<file path="src/rtl/gf180mcu_osu_sc_gp12t3v3__clkdiv_cnt.sv">
// rtl/gf180mcu_osu_sc_gp12t3v3__clkdiv_cnt.sv - W-bit period counter with wrap and high-phase compare
module gf180mcu_osu_sc_gp12t3v3__clkdiv_cnt #(
    parameter int unsigned W = 8
) (
    input  logic         clk,
    input  logic         rst,
    input  logic         clr,
    input  logic [W-1:0] div,
    output logic         wrap,
    output logic         high_next
);

    logic [W-1:0] cnt;
    logic [W-1:0] cnt_inc;
    logic [W-1:0] half;

    // cnt never exceeds div-1 while running, so cnt+1 always fits in W bits
    assign cnt_inc   = cnt + W'(1);
    assign half      = (div >> 1) + {{(W-1){1'b0}}, div[0]};
    assign wrap      = (cnt_inc == div);
    assign high_next = (cnt_inc < half);

    always_ff @(posedge clk) begin
        if (rst || clr) begin
            cnt <= '0;
        end else begin
            cnt <= cnt_inc;
        end
    end

endmodule

</file>
<file path="src/rtl/gf180mcu_osu_sc_gp12t3v3__clkdiv_prog.sv">
// rtl/gf180mcu_osu_sc_gp12t3v3__clkdiv_prog.sv - programmable glitch-free clock divider with staged ratio
module gf180mcu_osu_sc_gp12t3v3__clkdiv_prog #(
    parameter int unsigned W       = 8,
    parameter int unsigned DEF_DIV = 4
) (
    input  logic         CLK,
    input  logic         RST,
    input  logic [W-1:0] DIV,
    input  logic         LOAD,
    output logic         CLKO,
    output logic         CLKO_N,
    output logic         TICK,
    output logic         BUSY
);

    typedef enum logic {
        STOP = 1'b0,
        RUN  = 1'b1
    } state_t;

    localparam logic [W-1:0] DEF_RAW = W'(DEF_DIV);

    function automatic logic [W-1:0] eff_div(input logic [W-1:0] v);
        return (v == W'(1)) ? W'(2) : v;
    endfunction

    state_t       state;
    logic [W-1:0] act;
    logic [W-1:0] stg;
    logic         busy;
    logic         fresh;
    logic         clko_q;
    logic         clko_n_q;
    logic         tick_q;
    logic         wrap;
    logic         high_next;
    logic         boundary;
    logic         stg_runs;

    // fresh marks the first edge after reset, which opens a period without waiting for a wrap
    assign boundary = (state == RUN) && (fresh || wrap);
    assign stg_runs = (eff_div(stg) >= W'(2));

    gf180mcu_osu_sc_gp12t3v3__clkdiv_cnt #(.W(W)) u_cnt (
        .clk       (CLK),
        .rst       (RST),
        .clr       ((state != RUN) || boundary),
        .div       (eff_div(act)),
        .wrap      (wrap),
        .high_next (high_next)
    );

    always_ff @(posedge CLK) begin
        if (RST) begin
            state    <= (eff_div(DEF_RAW) >= W'(2)) ? RUN : STOP;
            act      <= DEF_RAW;
            stg      <= '0;
            busy     <= 1'b0;
            fresh    <= 1'b1;
            clko_q   <= 1'b0;
            clko_n_q <= 1'b1;
            tick_q   <= 1'b0;
        end else begin
            fresh  <= 1'b0;
            tick_q <= 1'b0;
            if (LOAD) begin
                stg  <= DIV;
                busy <= 1'b1;
            end
            case (state)
                RUN: begin
                    if (boundary) begin
                        if (busy && !stg_runs) begin
                            act      <= stg;
                            busy     <= LOAD;
                            state    <= STOP;
                            clko_q   <= 1'b0;
                            clko_n_q <= 1'b1;
                        end else begin
                            if (busy) begin
                                act  <= stg;
                                busy <= LOAD;
                            end
                            clko_q   <= 1'b1;
                            clko_n_q <= 1'b0;
                            tick_q   <= 1'b1;
                        end
                    end else begin
                        clko_q   <= high_next;
                        clko_n_q <= ~high_next;
                    end
                end
                default: begin
                    clko_q   <= 1'b0;
                    clko_n_q <= 1'b1;
                    if (busy) begin
                        act  <= stg;
                        busy <= LOAD;
                        if (stg_runs) begin
                            state    <= RUN;
                            clko_q   <= 1'b1;
                            clko_n_q <= 1'b0;
                            tick_q   <= 1'b1;
                        end
                    end
                end
            endcase
        end
    end

    assign CLKO   = clko_q;
    assign CLKO_N = clko_n_q;
    assign TICK   = tick_q;
    assign BUSY   = busy;

endmodule

</file>
<file path="config.mk">
export PLATFORM = sky130hd
export DESIGN_NAME = gf180mcu_osu_sc_gp12t3v3__clkdiv_prog
export DESIGN_NICKNAME = d
export VERILOG_FILES = /design/src/rtl/gf180mcu_osu_sc_gp12t3v3__clkdiv_cnt.sv /design/src/rtl/gf180mcu_osu_sc_gp12t3v3__clkdiv_prog.sv
export SDC_FILE = /design/constraint.sdc
export NUM_CORES = 1
export LEC_CHECK = 0
export BUFFER_PORTS_ARGS = -buffer_cell sky130_fd_sc_hd__buf_2
export CAP_MARGIN = 25
export CORE_MARGIN = 2
export CORE_UTILIZATION = 65
export CTS_BUF_LIST = sky130_fd_sc_hd__clkbuf_4
export CTS_CLUSTER_DIAMETER = 120
export DETAILED_ROUTE_END_ITERATION = 10
export GPL_ROUTABILITY_DRIVEN = 0
export GPL_TIMING_DRIVEN = 1
export PLACE_DENSITY = 0.86
export REMOVE_ABC_BUFFERS = 1
export SLEW_MARGIN = 10
export SYNTH_ARGS = -nofsm -noshare
export SYNTH_HDL_FRONTEND = slang
export SYNTH_SLANG_ARGS = --single-unit
</file>
<file path="constraint.sdc">
create_clock -name CLK -period 6.5 [get_ports CLK]
set_input_delay 0.975 -clock CLK [delete_from_list [all_inputs] [get_ports CLK]]
set_output_delay 0.975 -clock CLK [all_outputs]
set_load 0.05 [all_outputs]
</file>
# --- After elaboration in Yosys (flattened, before gate mapping) ---
# Index checks and enable logic that the tools add are counted.
op_classes:
  n_eq_ne: 4
  mux: 26
  n_addsub: 2
  order_cmp: 2
  bitwise: 2
  n_reduce_logical: 6
ops:
  columns: ["op", "n"]
  rows:
  - ["$mux 8", 6]
  - ["$mux 1", 20]
  - ["$eq 8x1->1 const B", 2]
  - ["$add 7x1->8", 1]
  - ["$add 8x1->8 const B", 1]
  - ["$eq 8x8->1", 1]
  - ["$ge 8x2->1 const B", 1]
  - ["$lt 8x8->1", 1]
  - ["$logic_or 1x1->1", 3]
  - ["$logic_and 1x1->1", 2]
  - ["$ne 2x1->1 const B", 1]
  - ["$not 1->1", 2]
  - ["$logic_not 1->1", 1]
word_totals:
  ff_bits: 30
  out_inout_bits: 4
  wordCells: 51
  inputBits: 11

# --- Depth between registers and ports, before layout ---
depth:
  word_depth: 8
  depth_mapped: 9

# --- Hierarchy ---
# From an unflattened synthesis, not the netlist that was laid out.
unflattened:
  cells_unflattened: 176
  area_unflattened_um2: 1579.0
by_module_without_submodules:
  columns: ["mod", "instances", "area_each_um2", "cells_each"]
  rows:
  - ["gf180mcu_osu_sc_gp12t3v3__clkdiv_prog", 1, 862.1, 95]
  - ["gf180mcu_osu_sc_gp12t3v3__clkdiv_cnt", 1, 716.9, 81]

# --- Worst setup path before layout ---
# No wires, ideal clock.
synth_timing:
  path_type: "register to register"
  from: "register u_cnt.cnt[0]"
  to: "register clko_n_q (netlist: CLKO_N)"
  stages_incl_launch_ff: 9
  t_arrival_ps: 1993
  setup_ps: 121
  t_required_ps: 6379
  path_slack_ps: 4386
  path_buffers: 0
  path_cell_list: "dfxtp_1 ha_1 and3_2 and3_1 xor2_1 ha_1 o2111ai_1 o221ai_1 mux2_2"
synth_via:
  elab_chain_cells: 6
  elab_cells_between_ends: 8
  classes_between: "add/sub (1); order compare (1); eq/ne (1); mux (2); bitwise (1); reduce/logical (2)"
synth_rtl:
  columns: ["element", "line", "source"]
  rows:
  - ["from (decl)", "gf180mcu_osu_sc_gp12t3v3__clkdiv_cnt.sv:13", "logic [W-1:0] cnt;"]
  - ["from (signal assigned)", "gf180mcu_osu_sc_gp12t3v3__clkdiv_cnt.sv:27", "cnt <= cnt_inc;"]
  - ["$add 8x1->8 *", "gf180mcu_osu_sc_gp12t3v3__clkdiv_cnt.sv:18", "assign cnt_inc = cnt + W'(1);"]
  - ["via u_cnt.cnt_inc[6]", "gf180mcu_osu_sc_gp12t3v3__clkdiv_cnt.sv:14", "logic [W-1:0] cnt_inc;"]
  - ["branches (longest 3 deep; another with $lt 8x8->1)", null, null]
  - ["$mux 1 *", "gf180mcu_osu_sc_gp12t3v3__clkdiv_prog.sv:72", "if (boundary) begin"]
  - ["$mux 1 *", "gf180mcu_osu_sc_gp12t3v3__clkdiv_prog.sv:70", "case (state)"]
  - ["to (signal assigned)", "gf180mcu_osu_sc_gp12t3v3__clkdiv_prog.sv:90", "clko_n_q <= ~high_next;"]
  - ["to (decl)", "gf180mcu_osu_sc_gp12t3v3__clkdiv_prog.sv:33", "logic clko_n_q;"]
# Mark *: on every way through the listed nets, which the timed path passes.
# A chain may end at the register's enable or synchronous reset.

==> results.toml <==
[status]
status = "completed"

[placed_design]
dp_hpwl_um = 2350
dpl.cell_count = 213
io_buffers = 14
place_ws_ns = 4.11

[critical_path]
path_max_fanout = 8
worstReg2RegStart = "u_cnt.cnt[0]$_SDFF_PP0_"
r2r_slack_ns = 4.06
r2r_cells = 7
required_ns = 6.76
worstPathArrival_ns = 2.70
worstPathCellList = "ha_1 -> and3_2 -> xnor2_1 -> xor2_1 -> o2111ai_2 -> o31ai_4 -> mux2i_1"
start_kind = "flop"
end_kind = "flop"
crit_path_top_delay_cell = "o31ai_4"
crit_type = "reg -> reg"
crit_path_max_incr_delay_ns = 0.52

[floorplan]
die_area_um2 = 2980
ios = 15
rows = 18
dieWidth_um = 54.6
initial_core_util_pct = 67.8
die_h_um = 54.6
fp.coreArea_um2 = 2450

[sta]
hold_slack_ns = 0.499
worst_slew_pin_slew_ns = 0.575
maxSlewViolCount = 0
rsz0062_at_grt = "false"
fmax_mhz = 410
finalSetupTns_ns = 0
clock-skew-final_ns = 0.00351
setup_viol = 0
period_needed_ns = 2.44
worst_slew_margin_rel_pct = 61.4
hold_viol = 0
setup_ws_ns = 4.06
fin_crit_sh_pct = 37.5

[cts]
clock_sinks = 30
cts-root-buf = "clkbuf_4"
insertion_delay_ns = 0.33
htree_levels = 2
cts_buffers = 5
tritoncts = "done"
cts_resized = 0
cts_setup_buffers = 0
cts_buffer_depth = 2
hold_buffers = 0
clk_pin_slew_worst_paths_ns = 0.09

[global_routing]
grt_pass1_vias = 1137
track_usage_pct = 23.7
grt_antenna_before_repair = 0
grt_overflow = 0
grt_max_degree = 32
grt_pass1_wl_um = 4860

[power]
power.total_w = 0.000362
p_per_area_nw_per_um2 = 203
ir_drop_mv = 0.252
leakage_nw = 0.771

[yosys]
async_reset_ff_share_pct = 0
synth.cell_area_um2 = 1670
synth_cell_types = 40
synth_edf_count = 0
ys_seq_area_share_pct = 36.1
yosys_warnings = 0
synth-seq-cells = 30
synthFlopType = "dfxtp_1"
syn_inst = 176
syn_area_per_cell_um2 = 9.46

[routing]
firstDrtPassIters = 4
routed_wl_um = 3010
drtIter0Drc = 6
wl_per_cell_um = 13.7
detail-route-antenna-nets = 0
vias = 1238
drc = 0
via_per_inst = 5.63

[final_layout]
instances_no_fill = 220
nets = 212
final_cell_mix = "dfxtp_1, nor2_1, nand2b_1, mux2i_1, buf_2"
mostFrequentLayoutCell = "dfxtp_1"
drive_above_1_share_pct = 15.8
area_delta_synth_final_pct = 7.21
antenna_cells = 0

[min_path]
hold_path_depth = 2
min_path_type = "reg -> reg"
hp-start = "stg[1]$_SDFFE_PP0P_"

[flow_run]
cap_violations = 0
## power by group
group / internal (W) / switching (W)
logic: 0.0000247 / 0.0000349
registers: 0.000193 / 0.00000751
clock network: 0.0000388 / 0.0000638
total: 0.000256 / 0.000106
## synth_stat cells, types with 2 or more instances
cell	count	area share, %
clkbuf_1	5	1.1
nor2b_1	4	1.5
nor4_1	2	0.75
nor2_1	21	4.7
nand2b_1	17	6.4
a21oi_1	4	1.2
mux2i_1	17	10
ha_1	11	8.3
xnor2_1	9	4.7
xor2_1	9	4.7
nor3_1	2	0.60
nand3_1	8	2.4
inv_1	8	1.8
nand2_1	3	0.68
a21o_1	2	0.90
dfxtp_1	30	36
## area by class of cell
class                   instances  area (um^2)
flip-flops and latches         30          601
fillers                       203          669
inverters                       8         30.0
clock inverters                 2         10.0
multi-input cells             131         1000
repair buffers                 14         70.1
clock buffers                   5         37.5
well taps                      30         37.5
## kinds of logic after synthesis
kind of cell / synth area share (%)
compound gates: 8.71
xor+xnor: 10.8
fa+ha+maj: 8.26
buf+inv: 3.91
flops: 36.1
mux: 10.9
simple gates: 21.3
## stage by stage
| stage | area (um^2) | utilization, % |
|---|---|---|
| final | 1790 | 72.7 |
| after global routing | 1790 | 72.7 |
| after detailed placement | 1740 | 70.8 |
| after floorplan | 1630 | - |
| after CTS | 1790 | 72.7 |
| after global placement | 1740 | 70.8 |
## routing by layer
metal	part of all wire [%]	up-vias	routed length (um)	GRT usage, %
li1	-	623	-	-
met1	44	584	1320	27.0
met2	50	20	1500	39.5
met3	3.5	11	106	8.20
met4	2.7	0	80	11.3
met5	0	-	0	0
## worst max-delay path, delay by kind of cell, from the launching register on
family / cells / cell delay [ns]
muxes: 1 / 0.25
and+or+nand+nor: 1 / 0.23
xor gates and xnor gates: 2 / 0.53
AOI/OAI and AO/OA: 2 / 0.72
DFF: 1 / 0.39
adders and majority gates: 1 / 0.25
## worst max-delay path by stage
stage / slack (ns) / startpoint / endpoint
2_1_floorplan: 4.39 / u_cnt.cnt[0]$_SDFF_PP0_ / CLKO_N$_SDFF_PP1_
6_report: 4.06 / u_cnt.cnt[0]$_SDFF_PP0_ / flop
3_3_place_gp: 4.27 / u_cnt.cnt[0]$_SDFF_PP0_ / flop
5_1_grt: 3.90 / u_cnt.cnt[0]$_SDFF_PP0_ / flop
3_5_place_dp: 4.11 / u_cnt.cnt[0]$_SDFF_PP0_ / flop
4_1_cts: 4.08 / u_cnt.cnt[0]$_SDFF_PP0_ / flop
No activity file was read; power rests on OpenSTA's default activity.
